--- src/rtl/pong_pkg.sv ---
// pong_pkg: game phase encoding, screen geometry and colour constants shared by the Pong datapath
package pong_pkg;
  typedef enum logic [1:0] {
    SERVE  = 2'd0,
    MOVE   = 2'd1,
    SCORED = 2'd2
  } state_e;
  localparam int H_ACTIVE = 640;
  localparam int V_ACTIVE = 480;
  localparam int EOF_Y    = 481;
  localparam logic [2:0] COLOR_BLACK = 3'b000;
  localparam logic [2:0] COLOR_GREEN = 3'b010;
endpackage

--- src/rtl/pong_frame_tick.sv ---
// pong_frame_tick: one-cycle strobe per video frame, raised the cycle after the raster reaches (0, EOF_Y)
module pong_frame_tick #(
  parameter int EOF_Y = pong_pkg::EOF_Y
) (
  input  logic       clk25M,
  input  logic       reset_n,
  input  logic [9:0] x_i,
  input  logic [9:0] y_i,
  output logic       tick_o
);
  logic tick_q;
  // register the end-of-frame pixel match so the strobe is glitch-free and one clock wide
  always_ff @(posedge clk25M or negedge reset_n)
    if (!reset_n) tick_q <= 1'b0;
    else tick_q <= x_i == '0 && y_i == 10'(EOF_Y);
  assign tick_o = tick_q;
endmodule

--- src/rtl/pong_ball_engine.sv ---
// pong_ball_engine: ball position, serve/score phases, wall and paddle reflection, speed-up per paddle hits
module pong_ball_engine
  import pong_pkg::*;
#(
  parameter int         BALL_SIZE        = 10,
  parameter int         PADDLE_H         = 64,
  parameter int         LEFT_FACE_X      = 30,
  parameter int         RIGHT_FACE_X     = 600,
  parameter int         TOP_WALL         = 3,
  parameter int         BOTTOM_WALL      = 477,
  parameter int         H_ACTIVE         = pong_pkg::H_ACTIVE,
  parameter int         V_ACTIVE         = pong_pkg::V_ACTIVE,
  parameter int         EOF_Y            = pong_pkg::EOF_Y,
  parameter int         SPEED_INIT       = 1,
  parameter int         SPEED_MAX        = 4,
  parameter int         HITS_PER_SPEEDUP = 4,
  parameter int         SERVE_FRAMES     = 60,
  parameter logic [2:0] COLOR            = pong_pkg::COLOR_GREEN
) (
  input  logic       clk25M,
  input  logic       reset_n,
  input  logic [9:0] x,
  input  logic [9:0] y,
  input  logic [9:0] lpad_top,
  input  logic [9:0] rpad_top,
  output logic       ball_on,
  output logic [2:0] rgb,
  output logic [9:0] ball_x,
  output logic [9:0] ball_y,
  output logic       hit,
  output logic       score_left,
  output logic       score_right,
  output logic [1:0] state
);
  localparam logic [9:0]  SERVE_X = 10'((H_ACTIVE - BALL_SIZE) / 2);
  localparam logic [9:0]  SERVE_Y = 10'((V_ACTIVE - BALL_SIZE) / 2);
  localparam logic [10:0] BSZ     = 11'(BALL_SIZE);
  localparam logic [10:0] BS1     = 11'(BALL_SIZE - 1);
  localparam logic [10:0] PH1     = 11'(PADDLE_H - 1);
  localparam logic [10:0] L_STOP  = 11'(LEFT_FACE_X + 1);
  localparam logic [10:0] R_STOP  = 11'(RIGHT_FACE_X - 1);
  localparam logic [10:0] Y_MIN   = 11'(TOP_WALL);
  localparam logic [10:0] Y_MAX   = 11'(BOTTOM_WALL - BALL_SIZE + 1);
  localparam logic [10:0] BOTTOM  = 11'(BOTTOM_WALL);
  localparam logic [10:0] X_LAST  = 11'(H_ACTIVE - 1);
  state_e      state_q;
  logic [9:0]  bx_q, by_q;
  logic [3:0]  speed_q;
  logic [7:0]  serve_cnt_q, hit_cnt_q;
  logic        dx_q, dy_q, hit_q, sl_q, sr_q, tick;
  logic [10:0] bx, by, re, spd, lt, rt;
  logic [9:0]  bx_d, by_d;
  logic        dx_d, dy_d;
  logic        up_clip, dn_clip, l_front, r_front, l_hit, r_hit, l_out, r_out, paddle_hit;
  pong_frame_tick #(.EOF_Y(EOF_Y)) u_tick (
    .clk25M (clk25M),
    .reset_n(reset_n),
    .x_i    (x),
    .y_i    (y),
    .tick_o (tick)
  );
  assign bx  = {1'b0, bx_q};
  assign by  = {1'b0, by_q};
  assign re  = bx + BS1;
  assign spd = 11'(speed_q);
  assign lt  = {1'b0, lpad_top};
  assign rt  = {1'b0, rpad_top};
  // one frame of motion: wall clamps, paddle faces tested only while the ball is still in front of them
  always_comb begin
    up_clip    = by < Y_MIN + spd;
    dn_clip    = by + BS1 + spd > BOTTOM;
    l_front    = bx >= L_STOP && bx < L_STOP + spd;
    r_front    = re <= R_STOP && re + spd > R_STOP;
    l_hit      = !dx_q && l_front && by + BS1 >= lt && by <= lt + PH1;
    r_hit      = dx_q && r_front && by + BS1 >= rt && by <= rt + PH1;
    l_out      = !dx_q && bx < spd;
    r_out      = dx_q && re + spd > X_LAST;
    paddle_hit = l_hit | r_hit;
    by_d       = dy_q ? (dn_clip ? 10'(Y_MAX) : 10'(by + spd)) : (up_clip ? 10'(Y_MIN) : 10'(by - spd));
    dy_d       = dy_q ? !dn_clip : up_clip;
    bx_d       = l_hit ? 10'(L_STOP) : r_hit ? 10'(R_STOP - BS1) : dx_q ? 10'(bx + spd) : 10'(bx - spd);
    dx_d       = paddle_hit ? !dx_q : dx_q;
  end
  // game phase FSM; everything advances only on the frame strobe, pulses last one clock
  always_ff @(posedge clk25M or negedge reset_n)
    if (!reset_n) begin
      state_q     <= SERVE;
      bx_q        <= SERVE_X;
      by_q        <= SERVE_Y;
      speed_q     <= 4'(SPEED_INIT);
      dx_q        <= 1'b1;
      dy_q        <= 1'b1;
      serve_cnt_q <= '0;
      hit_cnt_q   <= '0;
      hit_q       <= 1'b0;
      sl_q        <= 1'b0;
      sr_q        <= 1'b0;
    end else begin
      hit_q <= 1'b0;
      sl_q  <= 1'b0;
      sr_q  <= 1'b0;
      if (tick)
        case (state_q)
          SERVE:
            if (serve_cnt_q == 8'(SERVE_FRAMES - 1)) begin
              state_q     <= MOVE;
              serve_cnt_q <= '0;
              speed_q     <= 4'(SPEED_INIT);
              hit_cnt_q   <= '0;
            end else serve_cnt_q <= serve_cnt_q + 8'd1;
          MOVE:
            if (l_out || r_out) begin
              state_q <= SCORED;
              sr_q    <= l_out;
              sl_q    <= r_out;
            end else begin
              bx_q  <= bx_d;
              by_q  <= by_d;
              dx_q  <= dx_d;
              dy_q  <= dy_d;
              hit_q <= paddle_hit;
              if (paddle_hit) begin
                hit_cnt_q <= hit_cnt_q == 8'(HITS_PER_SPEEDUP - 1) ? '0 : hit_cnt_q + 8'd1;
                if (hit_cnt_q == 8'(HITS_PER_SPEEDUP - 1) && speed_q != 4'(SPEED_MAX)) speed_q <= speed_q + 4'd1;
              end
            end
          default: begin
            state_q     <= SERVE;
            bx_q        <= SERVE_X;
            by_q        <= SERVE_Y;
            dy_q        <= !dy_q;
            serve_cnt_q <= '0;
          end
        endcase
    end
  assign ball_on     = state_q != SCORED && x >= bx_q && {1'b0, x} < bx + BSZ && y >= by_q && {1'b0, y} < by + BSZ;
  assign rgb         = ball_on ? COLOR : COLOR_BLACK;
  assign ball_x      = bx_q;
  assign ball_y      = by_q;
  assign hit         = hit_q;
  assign score_left  = sl_q;
  assign score_right = sr_q;
  assign state       = state_q;
endmodule

--- config.mk ---
export PLATFORM = sky130hd
export DESIGN_NAME = pong_ball_engine
export DESIGN_NICKNAME = d
export VERILOG_FILES = /design/src/rtl/pong_pkg.sv /design/src/rtl/pong_frame_tick.sv /design/src/rtl/pong_ball_engine.sv
export SDC_FILE = /design/constraint.sdc
export NUM_CORES = 1
export LEC_CHECK = 0
export ABC_AREA = 1
export BUFFER_PORTS_ARGS = -buffer_cell sky130_fd_sc_hd__clkbuf_2
export CAP_MARGIN = 10
export CORE_AREA = 2 2 115 117
export CTS_CLUSTER_SIZE = 16
export DETAILED_ROUTE_END_ITERATION = 16
export DIE_AREA = 0 0 117 119
export HOLD_SLACK_MARGIN = 0.08
export PLACE_DENSITY = 0.81
export SYNTH_ARGS = -nofsm -noshare
export SYNTH_HDL_FRONTEND = slang
export SYNTH_SLANG_ARGS = --single-unit
--- constraint.sdc ---
create_clock -name clk25M -period 3.9 [get_ports clk25M]
set_input_delay 0.39 -clock clk25M [delete_from_list [all_inputs] [get_ports clk25M]]
set_output_delay 0.39 -clock clk25M [all_outputs]
set_load 0.01 [all_outputs]
; After elaboration in Yosys (flattened, before gate mapping)
; Cells that the tools add are included.
; Widths: inputs -> output; s select.
[word_totals]
register_bits = 48
in_bits = 42
output_inout_bits = 29
elab_cells = 127
[classes]
add_sub_neg = 17
order_cmp = 16
n_eq_ne = 11
n_mux = 38
bitwise_logic = 4
reduce_logical = 29
[ops]
columns = cell, n
row1 = $mux 10, 8
row2 = $add 10x4->11 const B, 4
row3 = $mux 8, 5
row4 = $pmux 10 s2, 2
row5 = $pmux 8 s2, 2
row6 = $add 10x6->11 const B, 2
row7 = $add 11x4->11, 2
row8 = $ge 11x10->1, 2
row9 = $gt 11x10->1 const B, 2
row10 = $le 10x11->1, 2
row11 = $lt 10x11->1, 2
row12 = $add 10x4->10, 2
row13 = $ge 10x10->1, 2
row14 = $sub 10x4->10, 2
row15 = $add 8x1->8 const B, 2
row16 = $logic_and 1x1->1, 16
row17 = $mux 4, 4
row18 = $ne 2x2->1 const B, 6
row19 = $gt 11x9->1 const B, 1
row20 = $le 11x10->1 const B, 1
row21 = $mux 1, 11
row22 = $eq 10x9->1 const B, 1
row23 = $ge 10x5->1 const B, 1
row24 = $logic_not 10->1, 1
row25 = 25 further kinds, 32

; Logic depth before layout (Yosys ltp)
[logic_depth]
word_depth = 11
depth_mapped = 25
mapped_depth_nobuf = 25

; Hierarchy
; Synthesis repeated with hierarchy kept, for this count alone.
[unflattened]
hier_cells = 1071
area_unflattened_um2 = 7305.8
[by_module_without_submodules]
columns = mod, n_inst, cells_per_inst, area_each_um2, seq_area_each_um2
row1 = pong_ball_engine, 1, 1045, 7183.1, 1194.9
row2 = pong_frame_tick, 1, 26, 122.6, 25.0

; Least setup slack after synthesis
; Ideal clock, no wire load.
[synth_timing]
kind = register to register
from = register by_q[1], in the netlist ball_y[1]
to = register hit_cnt_q[6]
setup_time_ps = 118
arrival_ps = 2972
required_ps = 3782
path_slack_ps = 810
path_stages_with_launch = 22
n_path_buf = 1
period_less_slack_ps = 3090
path_cell_list = dfstp_2 ha_1 nor2_1 nor2_1 nand2_1 nor3_1 nand2_1 xor2_1 inv_1 ha_1 nand4_1 nor2_1 nand2_1 nand3_1 nand3_1 nand2_1 inv_1 nand2_4 nand3_4 buf_6 nand2_1 o21ai_2
[synth_via]
elab_chain_cells = 7
elab_cells_between_ends = 12
cone_classes = add/sub (1) / order compare (4) / eq/ne (1) / bitwise (1) / reduce/logical (5)
[synth_rtl]
columns = item, line
row1 = from (decl), pong_ball_engine.sv:47  ; logic [9:0] bx_q, by_q;
row2 = from (signal assigned), pong_ball_engine.sv:118  ; by_q <= by_d;
row3 = $add 10x4->11, "pong_ball_engine.sv:74, pong_ball_engine.sv:75"
row4 = $ge 11x10->1 (on tied branches), "pong_ball_engine.sv:74, pong_ball_engine.sv:75"
row5 = $logic_and 1x1->1 (on tied branches) (2 in series), "pong_ball_engine.sv:74, pong_ball_engine.sv:75"
row6 = $or 1x1->1 (*), pong_ball_engine.sv:78  ; paddle_hit = l_hit | r_hit;
row7 = $ne 2x2->1 (no line) (*), -
row8 = $reduce_and 5->1 (no line) (*), -
row9 = to (signal assigned), pong_ball_engine.sv:123  ; hit_cnt_q <= hit_cnt_q == 8'(HITS_PER_SPEEDUP - 1) ? '0 : hit_cnt_q + 8'd1;
row10 = to (decl), pong_ball_engine.sv:49  ; logic [7:0] serve_cnt_q, hit_cnt_q;
; Every way passes the cells marked *; elsewhere a longest branch is shown, timed or not.
; A chain may end at the register's enable or synchronous reset.

; Worst setup path after layout
[layout_timing]
from = register by_q[1], in the netlist ball_y[1]
to = register speed_q[3]
[layout_via]
elab_chain_cells = 7
elab_cells_between_ends = 12
cone_classes = add/sub (1) / order compare (4) / eq/ne (1) / bitwise (1) / reduce/logical (5)
[layout_rtl]
columns = item, line
row1 = $add 10x4->11, "pong_ball_engine.sv:74, pong_ball_engine.sv:75"
row2 = $ge 11x10->1 (on tied branches), "pong_ball_engine.sv:74, pong_ball_engine.sv:75"
row3 = $logic_and 1x1->1 (on tied branches) (2 in series), "pong_ball_engine.sv:74, pong_ball_engine.sv:75"
row4 = $or 1x1->1 (*), pong_ball_engine.sv:78
row5 = $ne 2x2->1 (no line) (*), -
row6 = $reduce_and 6->1 (no line) (*), -
row7 = to (signal assigned), pong_ball_engine.sv:90  ; speed_q <= 4'(SPEED_INIT);
row8 = to (signal assigned), pong_ball_engine.sv:108  ; speed_q <= 4'(SPEED_INIT);
row9 = to (signal assigned), pong_ball_engine.sv:124  ; if (hit_cnt_q == 8'(HITS_PER_SPEEDUP - 1) && speed_q != 4'(SPEED_MAX)) speed_q <= speed_q + 4'd1;
row10 = to (decl), pong_ball_engine.sv:48  ; logic [3:0] speed_q;
; Marked as above.

==> results.md <==
* Power density cells at 151.4 mW/mm^2
* DR pass1 iterations at 5
* DR vias at around 7500
* Largest net degree at the start of global routing at 49
* R2R cell count at 22
* Max-slew headroom at 55.75%
* Register bit count reported by yosys at 48
* Total GRT Usage at 30.89%
* Crit Path Max Fanout at 6
* Leakage at 4.206 nW
* CTS H-tree lvls at 2
* Commonest cells after routing, fill and taps aside: nand2_1, ha_1, inv_1
* Core area at 0.01287 mm^2
* VDD IR max at approximately 0.00020 V
* Die area at between 0.01 and 0.015 mm^2
* FILL cells at approximately 1200
* Critical path endpoint category: register
* Distinct cells, synth at 58
* Cell count after synthesis at ~1100
* R2r startpoint: ball_y[1]
* Clock tree buffer depth at 2
* Mapped Area at roughly 0.0073 mm^2
* Clk_lat worst skew at 290 ps
* Setup CP Type: reg2reg
* Min-Delay Path Class: in2async
* Syn avg cell area at between 6 and 7 um^2
* RD Place Congestion at between 1 and 1.5
* Die height at around 120 um
* Fin. Hold Viols at 0
* Status: complete, no violations
* Initial Util at a little under three fifths
* Via density at 5.717
* Number of diodes at 0
* Critical path launch point type: register
* Post-synth EDFFs at 0
* Global-route wire length before repair at between 30 and 40 mm
* Die span in x at roughly 120 um
* Overflow after GRT at 0
* Worst-path clk slew at 70 ps
* Root buf cell: clkbuf_16
* FF-to-FF setup slack at roughly 380 ps
* Share of cells above drive strength 1 at around 14%
* Port Buffers at just under 70
* Final worst-path cycle share at between 90% and 100%
* Async SR Flop Fraction at between 90% and 100%
* RSZ-0062 raised after global routing: false
* Boundary pin count at 71
* CTS Sinks at 48
* Synthesis Warnings at 0
* Clock Skew at a little over 10 ps
* Hpwl dp at 16.81 mm
* Primary FF master, synth: dfrtp_1
* Initial antenna violation count at 0
* Slew Limit Fails at 0
* Highest clock rate at about 0.28 GHz
* Total Wirelength at around 21 mm
* Num rows at 42
* Reg2reg end: speed_q[3]
* Synth-to-layout area growth at 10.18%
* Final ANT Viol Nets at 0
* Post-synthesis sequential area ratio at between 15 and 20%
* Post-layout min period at 3521 ps
* Final core utilization at a little over three fifths
* MaxCap Viol Count at 0
* CTS tree: built
* Fin Setup TNS at 0 ps
* Hold Buf Count CTS at 0
* Finish-stage setup viols at 0
* Inserted Clock Buffers at 5
* Post-route DRC at 0
* Worst EP arrival at roughly 3700 ps
* DR iter-0 viols at 434
* Routed WL per cell at 16.01 um
* Worst EP required at about 4000 ps
* Number of global-route vias before repair at 7187
* Commonest non-fill, non-tap cell in the layout: nand2_1
* Post-layout nets at 1314
* Slew of the pin with the lowest slew margin at ~660 ps
-- cell usage after synthesis (7+ instances only) --
cell type / count / share of area (%)
buf_4: 7 / 0.72
ha_1: 123 / 21
dfstp_2: 15 / 5.4
nor3_1: 17 / 1.2
inv_2: 7 / 0.36
nand2_2: 7 / 0.60
o21ai_0: 47 / 3.2
o21ai_2: 8 / 0.96
a21oi_1: 52 / 3.5
xor2_1: 52 / 6.2
o21ai_1: 10 / 0.68
nand3_1: 73 / 5.0
dfrtp_1: 33 / 11
nand2_1: 251 / 13
inv_1: 122 / 6.2
nand4_1: 23 / 2.0
nor2_1: 115 / 5.9
-- power breakdown --
group          switching, mW  leakage (nW)  total, mW  internal [mW]
logic                 0.0981          3.52      0.165         0.0664
registers         0.00000101         0.600      0.498          0.498
clock network          0.193        0.0911      0.561          0.368
-- kinds of logic after synthesis --
group / Yosys count / synth area share (%)
buffers and inverters: 151 / 8.629
other: 1 / 0.05111
flip-flops: 48 / 16.63
AO/OA/AOI/OAI: 156 / 12.88
multiplexers: 2 / 0.2729
AND/OR/NAND/NOR: 524 / 31.91
adder cells (fa/ha/maj): 129 / 22.61
XOR/XNOR: 58 / 7.026
-- final cells by class --
type	count	area [um^2]	share of cell area, %
clock inverters	2	60.06	0.7429
multi-input cells	871	5488	67.88
flip-flops and latches	48	1221	15.11
inverters	134	513.0	6.346
well taps	176	220.2	2.724
clock buffers	6	128.9	1.594
repair buffers	83	452.9	5.603
-- how the worst max path moves through the flow --
stage / start / end / slack [ps] / depth (start not counted)
2_1_floorplan: ball_y[1] / hit_cnt_q[6] / 810 / 21
3_3_place_gp: ball_y[2] / hit_cnt_q[0] / 430 / 22
3_5_place_dp: ball_x[1] / ball_x[7] / 380 / 24
4_1_cts: ball_y[2] / hit_cnt_q[1] / 360 / 22
5_1_grt: ball_x[1] / ball_x[7] / 20 / 24
6_report: ball_y[1] / speed_q[3] / 380 / 22
-- routing by layer --
layer	vias to the layer above	global-route usage, %	routed length (um)
li1	3714	-	-
met1	3442	37.95	8795
met2	298	51.55	9816
met3	92	4.122	1204
met4	0	17.06	1320
met5	-	0	0
-- registers in the layout, indices dropped and copies added, names as in the netlist --
| signal | cells |
|---|---|
| ball_x | 10 |
| ball_y | 10 |
| dx_q | 1 |
| dy_q | 1 |
| hit | 1 |
| hit_cnt_q | 8 |
| score_left | 1 |
| score_right | 1 |
| serve_cnt_q | 8 |
| speed_q | 4 |
| state | 2 |
| u_tick.tick_o | 1 |
-- stage by stage --
step,power (mW),hold slack (ps),instances,instance area [um^2],setup WS [ps]
floorplan,0.6055,94.41,1070,7341,809.7
global placement,0.6651,492.4,1312,7889,426.6
detailed placement,0.6703,500.4,1312,7889,380.4
CTS,1.227,226.3,1320,8078,358.5
global route,1.272,264.2,1320,8084,19.46
finish,1.224,202.0,1320,8084,378.5
-- what timing repair did --
item                                    in CTS  in global routing
setup buffers                                0                  0
endpoints found under the setup margin       0                  6
resized for setup                            0                  3
-- critical path, cell delays in order (launching register included) --
cell     delay [ps]
dfstp_2         580
ha_1            190
nor2_1           60
nor2_1          130
nand2_1         110
nor2_1          190
nand2_1         100
xor2_1          240
inv_1           120
ha_1            310
nand2_1          60
inv_1            50
nand4_1         120
nor2_1          110
nand2_1          50
nand3_1          90
nand3_1         140
nand2_1         120
inv_1            80
nand2_4         130
nand4_1         210
nand2_1         150
nand2_1          70
Power figures use the tool's default switching activity.
